$ cat src/rtl/bloom_lookup_arbiter_if.sv
// ----------------------------------------------------------------------------
// bloom_lookup_arbiter_if
//
// Purpose:
//   Bundles every bus of the bloom-filter lookup arbiter into one interface.
//   The bundle covers the requester handshake, the engine lookup/result path
//   and the bit-array configuration path.
//
// Parameters:
//   NREQ  number of requesters
//   KEYW  key width
//   IDXW  bit-array index width
//
// Signals (direction as seen by the arbiter, modport slave):
//   req_valid    in   NREQ       requester i presents a key
//   req_key      in   NREQ*KEYW  key i at [i*KEYW +: KEYW]
//   req_ready    out  NREQ       one-hot accept pulse
//   res_valid    out  NREQ       one-hot result pulse
//   res_hit      out  1          lookup result (1 = possibly present)
//   res_timeout  out  1          result was forced by the response timeout
//   bf_valid     out  1          lookup request to the engine
//   bf_key       out  KEYW       latched key to the engine
//   bf_ready     in   1          engine accepts the request
//   bf_res_valid in   1          engine result strobe
//   bf_res_hit   in   1          engine result
//   cfg_wr_en    in   1          config write request
//   cfg_wr_idx   in   IDXW       bit index to write
//   cfg_wr_data  in   1          bit value
//   cfg_busy     out  1          config write not accepted this cycle
//   bf_cfg_we    out  1          write strobe to the engine bit array
//   bf_cfg_idx   out  IDXW       write index
//   bf_cfg_data  out  1          write value
//
// Modports:
//   slave   the arbiter
//   master  the surrounding requesters, engine and config source
// ----------------------------------------------------------------------------
interface bloom_lookup_arbiter_if #(
    parameter int NREQ = 4,
    parameter int KEYW = 104,
    parameter int IDXW = 3
);

    logic [NREQ-1:0]      req_valid;
    logic [NREQ*KEYW-1:0] req_key;
    logic [NREQ-1:0]      req_ready;
    logic [NREQ-1:0]      res_valid;
    logic                 res_hit;
    logic                 res_timeout;

    logic                 bf_valid;
    logic [KEYW-1:0]      bf_key;
    logic                 bf_ready;
    logic                 bf_res_valid;
    logic                 bf_res_hit;

    logic                 cfg_wr_en;
    logic [IDXW-1:0]      cfg_wr_idx;
    logic                 cfg_wr_data;
    logic                 cfg_busy;
    logic                 bf_cfg_we;
    logic [IDXW-1:0]      bf_cfg_idx;
    logic                 bf_cfg_data;

    modport slave (
        input  req_valid, req_key, bf_ready, bf_res_valid, bf_res_hit,
               cfg_wr_en, cfg_wr_idx, cfg_wr_data,
        output req_ready, res_valid, res_hit, res_timeout, bf_valid, bf_key,
               cfg_busy, bf_cfg_we, bf_cfg_idx, bf_cfg_data
    );

    modport master (
        output req_valid, req_key, bf_ready, bf_res_valid, bf_res_hit,
               cfg_wr_en, cfg_wr_idx, cfg_wr_data,
        input  req_ready, res_valid, res_hit, res_timeout, bf_valid, bf_key,
               cfg_busy, bf_cfg_we, bf_cfg_idx, bf_cfg_data
    );

endinterface

$ cat src/rtl/bloom_lookup_arbiter.sv
// ----------------------------------------------------------------------------
// bloom_lookup_arbiter
//
// Purpose:
//   Shares one bloom-filter lookup engine among NREQ packet-classifier
//   requesters. Requesters are served round-robin with a single lookup in
//   flight; the result is routed back to the granted requester. Bit-array
//   configuration writes are slipped into the engine whenever no lookup is
//   in flight, and a response timeout forces a miss so the arbiter can
//   never hang on a silent engine.
//
// Parameters:
//   NREQ     number of requesters (2..8)
//   KEYW     key width
//   IDXW     bit-array index width
//   TIMEOUT  WAIT_RESP cycles before a forced miss (>= 2)
//
// Ports:
//   clk    clock
//   reset  synchronous, active-high
//   bus    bloom_lookup_arbiter_if.slave (requester, engine and config buses)
//   stat_lookups / stat_hits / stat_timeouts
//          32-bit saturating counters, present only with the optional build
//
// Optional build:
//   Define BLOOM_ARB_STATS_EN to add the statistics counters and ports.
// ----------------------------------------------------------------------------
module bloom_lookup_arbiter #(
    parameter int NREQ    = 4,
    parameter int KEYW    = 104,
    parameter int IDXW    = 3,
    parameter int TIMEOUT = 64
) (
    input  logic                  clk,
    input  logic                  reset,
`ifdef BLOOM_ARB_STATS_EN
    output logic [31:0]           stat_lookups,
    output logic [31:0]           stat_hits,
    output logic [31:0]           stat_timeouts,
`endif
    bloom_lookup_arbiter_if.slave bus
);

    localparam int PW = (NREQ > 1) ? $clog2(NREQ) : 1;
    localparam int TW = $clog2(TIMEOUT);
    localparam logic [TW-1:0] TLAST = TW'(TIMEOUT - 1);
    localparam logic [PW-1:0] PLAST = PW'(NREQ - 1);

    typedef enum logic [1:0] {
        IDLE,
        ISSUE,
        WAIT_RESP,
        DELIVER
    } state_t;

    state_t          state_q, state_d;
    logic [PW-1:0]   rrPtr_q, rrPtr_d;
    logic [PW-1:0]   gnt_q, gnt_d;
    logic [TW-1:0]   timer_q, timer_d;
    logic [KEYW-1:0] key_q, key_d;
    logic            hit_q, hit_d;
    logic            tout_q, tout_d;
    logic            cfgWe_q, cfgWe_d;
    logic [IDXW-1:0] cfgIdx_q, cfgIdx_d;
    logic            cfgData_q, cfgData_d;

    logic            anyReq;
    logic [PW-1:0]   pick;

    logic [NREQ-1:0] reqReady;
    logic [NREQ-1:0] resValid;
    logic            resHit;
    logic            resTimeout;
    logic            bfValid;
    logic            cfgBusy;

    // Round-robin search: scan the requesters starting at the pointer and
    // wrapping past NREQ-1, so the first valid one found is the requester
    // that has waited longest since its last service.
    always_comb begin
        anyReq = 1'b0;
        pick   = '0;
        for (int k = 0; k < NREQ; k++) begin
            if (!anyReq && bus.req_valid[(int'(rrPtr_q) + k) % NREQ]) begin
                anyReq = 1'b1;
                pick   = PW'((int'(rrPtr_q) + k) % NREQ);
            end
        end
    end

    // Next-state and output decode. Config writes win over lookups in IDLE
    // so that table updates are never starved by heavy traffic. The engine
    // result is only looked at in WAIT_RESP, so stray strobes elsewhere are
    // harmless, and a real result beats the timeout when both coincide.
    // Reset forces every output low except cfg_busy, which stays high so the
    // config source holds its write until the arbiter is usable again.
    always_comb begin
        state_d    = state_q;
        rrPtr_d    = rrPtr_q;
        gnt_d      = gnt_q;
        timer_d    = timer_q;
        key_d      = key_q;
        hit_d      = hit_q;
        tout_d     = tout_q;
        cfgWe_d    = 1'b0;
        cfgIdx_d   = cfgIdx_q;
        cfgData_d  = cfgData_q;
        reqReady   = '0;
        resValid   = '0;
        resHit     = 1'b0;
        resTimeout = 1'b0;
        bfValid    = 1'b0;
        cfgBusy    = 1'b1;

        unique case (state_q)
            IDLE: begin
                cfgBusy = 1'b0;
                if (bus.cfg_wr_en) begin
                    cfgWe_d   = 1'b1;
                    cfgIdx_d  = bus.cfg_wr_idx;
                    cfgData_d = bus.cfg_wr_data;
                end else if (anyReq) begin
                    reqReady[pick] = 1'b1;
                    key_d          = bus.req_key[int'(pick)*KEYW +: KEYW];
                    gnt_d          = pick;
                    state_d        = ISSUE;
                end
            end
            ISSUE: begin
                bfValid = 1'b1;
                if (bus.bf_ready) begin
                    timer_d = '0;
                    state_d = WAIT_RESP;
                end
            end
            WAIT_RESP: begin
                timer_d = timer_q + 1'b1;
                if (bus.bf_res_valid) begin
                    hit_d   = bus.bf_res_hit;
                    tout_d  = 1'b0;
                    state_d = DELIVER;
                end else if (timer_q == TLAST) begin
                    hit_d   = 1'b0;
                    tout_d  = 1'b1;
                    state_d = DELIVER;
                end
            end
            DELIVER: begin
                resValid[gnt_q] = 1'b1;
                resHit          = hit_q;
                resTimeout      = tout_q;
                rrPtr_d         = (gnt_q == PLAST) ? '0 : gnt_q + 1'b1;
                state_d         = IDLE;
            end
            default: begin
                state_d = IDLE;
            end
        endcase

        if (reset) begin
            reqReady   = '0;
            resValid   = '0;
            resHit     = 1'b0;
            resTimeout = 1'b0;
            bfValid    = 1'b0;
            cfgBusy    = 1'b1;
        end
    end

    // State register. Reset abandons any lookup in flight and restarts the
    // round-robin pointer at requester 0.
    always_ff @(posedge clk) begin
        if (reset) begin
            state_q   <= IDLE;
            rrPtr_q   <= '0;
            gnt_q     <= '0;
            timer_q   <= '0;
            key_q     <= '0;
            hit_q     <= 1'b0;
            tout_q    <= 1'b0;
            cfgWe_q   <= 1'b0;
            cfgIdx_q  <= '0;
            cfgData_q <= 1'b0;
        end else begin
            state_q   <= state_d;
            rrPtr_q   <= rrPtr_d;
            gnt_q     <= gnt_d;
            timer_q   <= timer_d;
            key_q     <= key_d;
            hit_q     <= hit_d;
            tout_q    <= tout_d;
            cfgWe_q   <= cfgWe_d;
            cfgIdx_q  <= cfgIdx_d;
            cfgData_q <= cfgData_d;
        end
    end

    assign bus.req_ready   = reqReady;
    assign bus.res_valid   = resValid;
    assign bus.res_hit     = resHit;
    assign bus.res_timeout = resTimeout;
    assign bus.bf_valid    = bfValid;
    assign bus.cfg_busy    = cfgBusy;
    assign bus.bf_key      = reset ? '0 : key_q;
    assign bus.bf_cfg_we   = reset ? 1'b0 : cfgWe_q;
    assign bus.bf_cfg_idx  = reset ? '0 : cfgIdx_q;
    assign bus.bf_cfg_data = reset ? 1'b0 : cfgData_q;

`ifdef BLOOM_ARB_STATS_EN
    logic [31:0] statLookups_q, statLookups_d;
    logic [31:0] statHits_q, statHits_d;
    logic [31:0] statTimeouts_q, statTimeouts_d;

    // Statistics advance once per delivered result and stick at all-ones
    // instead of wrapping, so a long run never reports a misleading count.
    always_comb begin
        statLookups_d  = statLookups_q;
        statHits_d     = statHits_q;
        statTimeouts_d = statTimeouts_q;
        if (state_q == DELIVER) begin
            if (statLookups_q != '1) begin
                statLookups_d = statLookups_q + 1'b1;
            end
            if (hit_q && statHits_q != '1) begin
                statHits_d = statHits_q + 1'b1;
            end
            if (tout_q && statTimeouts_q != '1) begin
                statTimeouts_d = statTimeouts_q + 1'b1;
            end
        end
    end

    // Statistics registers, cleared together with the rest of the arbiter.
    always_ff @(posedge clk) begin
        if (reset) begin
            statLookups_q  <= '0;
            statHits_q     <= '0;
            statTimeouts_q <= '0;
        end else begin
            statLookups_q  <= statLookups_d;
            statHits_q     <= statHits_d;
            statTimeouts_q <= statTimeouts_d;
        end
    end

    assign stat_lookups  = reset ? '0 : statLookups_q;
    assign stat_hits     = reset ? '0 : statHits_q;
    assign stat_timeouts = reset ? '0 : statTimeouts_q;
`endif

endmodule

$ cat src/flat_wrapper.sv
// flat-port wrapper written by rule: the top's interface ports become plain ports
module bloom_lookup_arbiter_flat 
#(
    parameter int NREQ    = 4,
    parameter int KEYW    = 104,
    parameter int IDXW    = 3,
    parameter int TIMEOUT = 64
)
  (clk, reset, bus_req_valid, bus_req_key, bus_bf_ready, bus_bf_res_valid, bus_bf_res_hit, bus_cfg_wr_en, bus_cfg_wr_idx, bus_cfg_wr_data, bus_req_ready, bus_res_valid, bus_res_hit, bus_res_timeout, bus_bf_valid, bus_bf_key, bus_cfg_busy, bus_bf_cfg_we, bus_bf_cfg_idx, bus_bf_cfg_data);
  bloom_lookup_arbiter_if #(.NREQ(NREQ), .KEYW(KEYW), .IDXW(IDXW)) bus_i ();
  input  logic clk;
  input  logic reset;
  input wire logic [$bits(bus_i.req_valid)-1:0] bus_req_valid;
  input wire logic [$bits(bus_i.req_key)-1:0] bus_req_key;
  input wire logic [$bits(bus_i.bf_ready)-1:0] bus_bf_ready;
  input wire logic [$bits(bus_i.bf_res_valid)-1:0] bus_bf_res_valid;
  input wire logic [$bits(bus_i.bf_res_hit)-1:0] bus_bf_res_hit;
  input wire logic [$bits(bus_i.cfg_wr_en)-1:0] bus_cfg_wr_en;
  input wire logic [$bits(bus_i.cfg_wr_idx)-1:0] bus_cfg_wr_idx;
  input wire logic [$bits(bus_i.cfg_wr_data)-1:0] bus_cfg_wr_data;
  output wire logic [$bits(bus_i.req_ready)-1:0] bus_req_ready;
  output wire logic [$bits(bus_i.res_valid)-1:0] bus_res_valid;
  output wire logic [$bits(bus_i.res_hit)-1:0] bus_res_hit;
  output wire logic [$bits(bus_i.res_timeout)-1:0] bus_res_timeout;
  output wire logic [$bits(bus_i.bf_valid)-1:0] bus_bf_valid;
  output wire logic [$bits(bus_i.bf_key)-1:0] bus_bf_key;
  output wire logic [$bits(bus_i.cfg_busy)-1:0] bus_cfg_busy;
  output wire logic [$bits(bus_i.bf_cfg_we)-1:0] bus_bf_cfg_we;
  output wire logic [$bits(bus_i.bf_cfg_idx)-1:0] bus_bf_cfg_idx;
  output wire logic [$bits(bus_i.bf_cfg_data)-1:0] bus_bf_cfg_data;
  assign bus_i.req_valid = bus_req_valid;
  assign bus_i.req_key = bus_req_key;
  assign bus_i.bf_ready = bus_bf_ready;
  assign bus_i.bf_res_valid = bus_bf_res_valid;
  assign bus_i.bf_res_hit = bus_bf_res_hit;
  assign bus_i.cfg_wr_en = bus_cfg_wr_en;
  assign bus_i.cfg_wr_idx = bus_cfg_wr_idx;
  assign bus_i.cfg_wr_data = bus_cfg_wr_data;
  assign bus_req_ready = bus_i.req_ready;
  assign bus_res_valid = bus_i.res_valid;
  assign bus_res_hit = bus_i.res_hit;
  assign bus_res_timeout = bus_i.res_timeout;
  assign bus_bf_valid = bus_i.bf_valid;
  assign bus_bf_key = bus_i.bf_key;
  assign bus_cfg_busy = bus_i.cfg_busy;
  assign bus_bf_cfg_we = bus_i.bf_cfg_we;
  assign bus_bf_cfg_idx = bus_i.bf_cfg_idx;
  assign bus_bf_cfg_data = bus_i.bf_cfg_data;
  bloom_lookup_arbiter #(.NREQ(NREQ), .KEYW(KEYW), .IDXW(IDXW), .TIMEOUT(TIMEOUT)) u_core (.clk(clk), .reset(reset), .bus(bus_i));
endmodule
$ cat config.mk
export PLATFORM = sky130hd
export DESIGN_NAME = bloom_lookup_arbiter_flat
export DESIGN_NICKNAME = d
export VERILOG_FILES = /design/src/rtl/bloom_lookup_arbiter_if.sv /design/src/rtl/bloom_lookup_arbiter.sv /design/src/flat_wrapper.sv
export SDC_FILE = /design/constraint.sdc
export NUM_CORES = 1
export LEC_CHECK = 0
export ABC_AREA = 1
export BUFFER_PORTS_ARGS = -buffer_cell sky130_fd_sc_hd__buf_2
export CAP_MARGIN = 10
export CORE_AREA = 3 3 211 213
export CTS_BUF_LIST = sky130_fd_sc_hd__clkbuf_8 sky130_fd_sc_hd__clkbuf_16
export CTS_CLUSTER_SIZE = 12
export DETAILED_ROUTE_END_ITERATION = 8
export DIE_AREA = 0 0 214 216
export SKIP_CTS_REPAIR_TIMING = 1
export SYNTH_ARGS = -nofsm -noshare
export SYNTH_HDL_FRONTEND = slang
export SYNTH_SLANG_ARGS = --single-unit
$ cat constraint.sdc
create_clock -name clk -period 1.85 [get_ports clk]
set_clock_uncertainty 0.2 [all_clocks]
set_input_delay 0.0925 -clock clk [delete_from_list [all_inputs] [get_ports clk]]
set_output_delay 0.0925 -clock clk [all_outputs]
set_load 0.03 [all_outputs]
==> run_results.csv <==
group,metric,value,unit
power,leakagePower,0.0121,uW
grt,overflow,0,
grt,antenna_found_initial,4,
cells_and_area,synthToLayoutAreaGrowth,98.3,%
floorplanning,io_pins,551,
cells_and_area,finalNonFillerCells,3625,
synth,yosysTopAreaCell,"dfxtp_1",
sta,setup_viol,114,
critical_path,rrSetupSlack,-0.59,ns
routing,vias,17400,
placed_design,hpwl,35100,um
routing,via_per_inst,4.81,
clock_tree,cts_sinks,123,
floorplanning,die_area,0.0462,sq mm
synth,synth_simple_gate_area_frac,0.490,
critical_path,crit_type,"register to output pin",
clock_tree,cts.path.max_buffers,2,
critical_path,crit_start,"u_core.rrPtr_q[0]",
power,vdd_drop_max,609,uV
placed_design,dp.cells,3116,
synth,yosysTopAreaCellShare,0.228,
sta,worstMarginPinSlew,0.382,ns
critical_path,reg2reg_to,"u_core.key_q[63]",
critical_path,crit_fanout,6,
synth,synthMuxAreaShare,0,
clock_tree,clk_latency,0.43,ns
grt,global_route.usage.met1,0.239,
floorplanning,die_w,214,um
placed_design,place.port_buffers,550,
critical_path,slowest_delay,0.40,ns
synth,synth_edf_count,0,
floorplanning,die_y,216,um
grt,grt_use_met2,0.312,
sta,hold_viol,6,
grt,grt.busiest_layer,"met2",
synth,synth_warnings,0,
grt,grt_max_degree,65,
power,report.power.total,22900,uW
sta,slew_headroom,0.746,
critical_path,critPathCaptureType,"output pin",
outcome,status,"finished, violations left",
floorplanning,core,0.0429,sq mm
critical_path,reg2regPathDepth,16,
critical_path,path_cells,"buf_6 > nand2_4 > nand2_4 > nand2_2 > o21ai_4 > nand3b_1 > nand2_4 > nor2_4 > buf_12 > inv_4 > nor3_4 > buf_6",
synth,ys_top_cells_by_count,"inv_1, nand2_1, nand3_1",
routing,final_antenna_net_count,0,
clock_tree,cts_tree,"yes",
grt,grt_pass1_vias,13100,
synth,yosys_most_used_dff,"dfxtp_1",
run,max-cap-violations,0,
sta,period_needed,2.48,ns
worst_hold_path,hold_class,"input port to register",
synth,synth_xor_xnor_area_share,0,
synth,netlist_area,0.0108,sq mm
critical_path,crit_path_end,"bus_req_ready[1]",
cells_and_area,nNetsFinal,3464,
placed_design,pre_cts_ws,-0.547,ns
clock_tree,clk_pin_slew,0.06,ns
floorplanning,placementRows,76,
grt,grt_usage,0.184,
critical_path,cp.arrival,2.19,ns
cells_and_area,fillers,3890,
floorplanning,start_util,0.252,
critical_path,required,1.56,ns
clock_tree,htree_num_levels,4,
routing,drcViolationCount,0,
synth,synthTopCellsByArea,"dfxtp_1, nand3_1, inv_1",
cells_and_area,drive_gt1_frac,0.295,
clock_tree,cts-root-buf,"clkbuf_16",
sta,whs,-0.0614,ns
synth,synth_top_family_by_area,"simple AND/OR/NAND/NOR gates",
synth,synth_fa_ha_area_frac,0.0116,
sta,post-route-period-util,1.34,
critical_path,cp_common_cell,"nand2_4",
placed_design,placed_area,0.0151,sq mm
outcome,violations,"negative hold slack, negative setup slack",
grt,grt_pass1_wl,69200,um
critical_path,r2r-start,"u_core.rrPtr_q[0]",
synth,syn_inst,1998,
cells_and_area,final_area,0.0214,sq mm
sta,drv_slew,0,
synth,synth_seq_area_share,0.228,
clock_tree,cts_buffers,17,
routing,routed_wl,61600,um
critical_path,cp_slowest_cell,"dfxtp_4",
routing,wl_per_cell,17.0,um
synth,synth_cell_types,27,
synth,syn_area_per_cell,5.40,sq um
power,p_per_area,1070,mW/mm^2
synth,synth_compound_area_frac,0.0148,
grt,met3_usage,0.0365,
sta,fmax,403,MHz
sta,fin_ws,-0.629,ns
placed_design,gp_congestion,0.977,
sta,rsz0062_at_grt,"yes",
routing,drtIter0Drc,1962,
critical_path,cp-start-kind,"register",
synth,ys_ff_latch,123,
routing,dr.pass1.iters,6,
synth,synth.most_common_cell,"inv_1",
synth,async_reset_ff_frac,0,
synth,synth_nets,2438,
area by class of cell:
class	count	area [sq um]	area share
repair buffers	1137	9290	0.434
clock buffers	18	439	0.0205
diodes	3	7.51	0.000351
clock inverters	14	108	0.00503
multi-input cells	1190	6260	0.293
inverters	555	2100	0.0979
flip-flops and latches	123	2470	0.115
well taps	585	732	0.0342
cells in the final DEF, fill, tap and decap left out, types with 10 or more instances in the layout:
| cell type | count |
|---|---|
| inv_1 | 549 |
| buf_2 | 542 |
| nand2_1 | 450 |
| dlygate4sd3_1 | 417 |
| nand3_1 | 336 |
| nor2_1 | 125 |
| dfxtp_1 | 120 |
| nand3b_1 | 105 |
| nand3_2 | 88 |
| buf_4 | 81 |
| clkbuf_16 | 39 |
| buf_12 | 33 |
| buf_6 | 28 |
| nand2_2 | 13 |
| a21oi_1 | 13 |
| nand2_4 | 10 |
routing by layer:
layer | share of wire | routed length, um | vias up
met5 | 0.00021 | 13 | -
met4 | 0.057 | 3490 | 2
met3 | 0.094 | 5770 | 366
met2 | 0.47 | 29200 | 1293
met1 | 0.38 | 23200 | 7759
li1 | - | - | 8000
report_power, final:
| group | internal, uW | leakage [uW] | switching, uW |
|---|---|---|---|
| combinational | 6980 | 0.0108 | 8730 |
| clock | 1860 | 0.000274 | 1350 |
| sequential | 3490 | 0.00101 | 466 |
flip-flops by register name, indices dropped and copies added (netlist names):
register and cells:
u_core.state_q 2, u_core.key_q 104, u_core.hit_q 1, u_core.cfgWe_q 1, u_core.tout_q 1, u_core.cfgData_q 1
u_core.timer_q 6, u_core.gnt_q 2, u_core.rrPtr_q 2, u_core.cfgIdx_q 3
cell families after synthesis:
family                     count (synthesis)
DFF                                      123
adders and majority gates                 10
AOI/OAI and AO/OA                         29
buffers and inverters                    685
and+or+nand+nor                         1151
metrics by stage:
step	util	TNS (ns)
after global routing	0.499	-71.13
after floorplan	-	-11.67
after detailed placement	0.351	-51.12
after CTS	0.364	-55.08
final	0.499	-54.75
after global placement	0.351	-45.94
critical path, delay by kind of cell, from the launching register on:
family,cells,cell delay (ns)
DFF,1,0.40
and+or+nand+nor,7,0.83
AOI/OAI and AO/OA,1,0.07
buffers and inverters,4,0.46
how the worst min path moves through the flow:
stage                                 start            endpoint  slack [ns]  depth (start not counted)
after floorplan             bus_cfg_wr_data    u_core.cfgData_q        0.03                          1
after global placement    bus_cfg_wr_idx[2]  u_core.cfgIdx_q[2]        0.13                          2
after detailed placement  bus_cfg_wr_idx[2]  u_core.cfgIdx_q[2]        0.13                          2
after CTS                 bus_cfg_wr_idx[2]  u_core.cfgIdx_q[2]       -0.35                          2
after global routing       bus_req_key[239]    u_core.key_q[31]      -0.006                          7
final                      bus_req_key[316]     u_core.key_q[4]       -0.06                          6
Power figures use the tool's default switching activity.
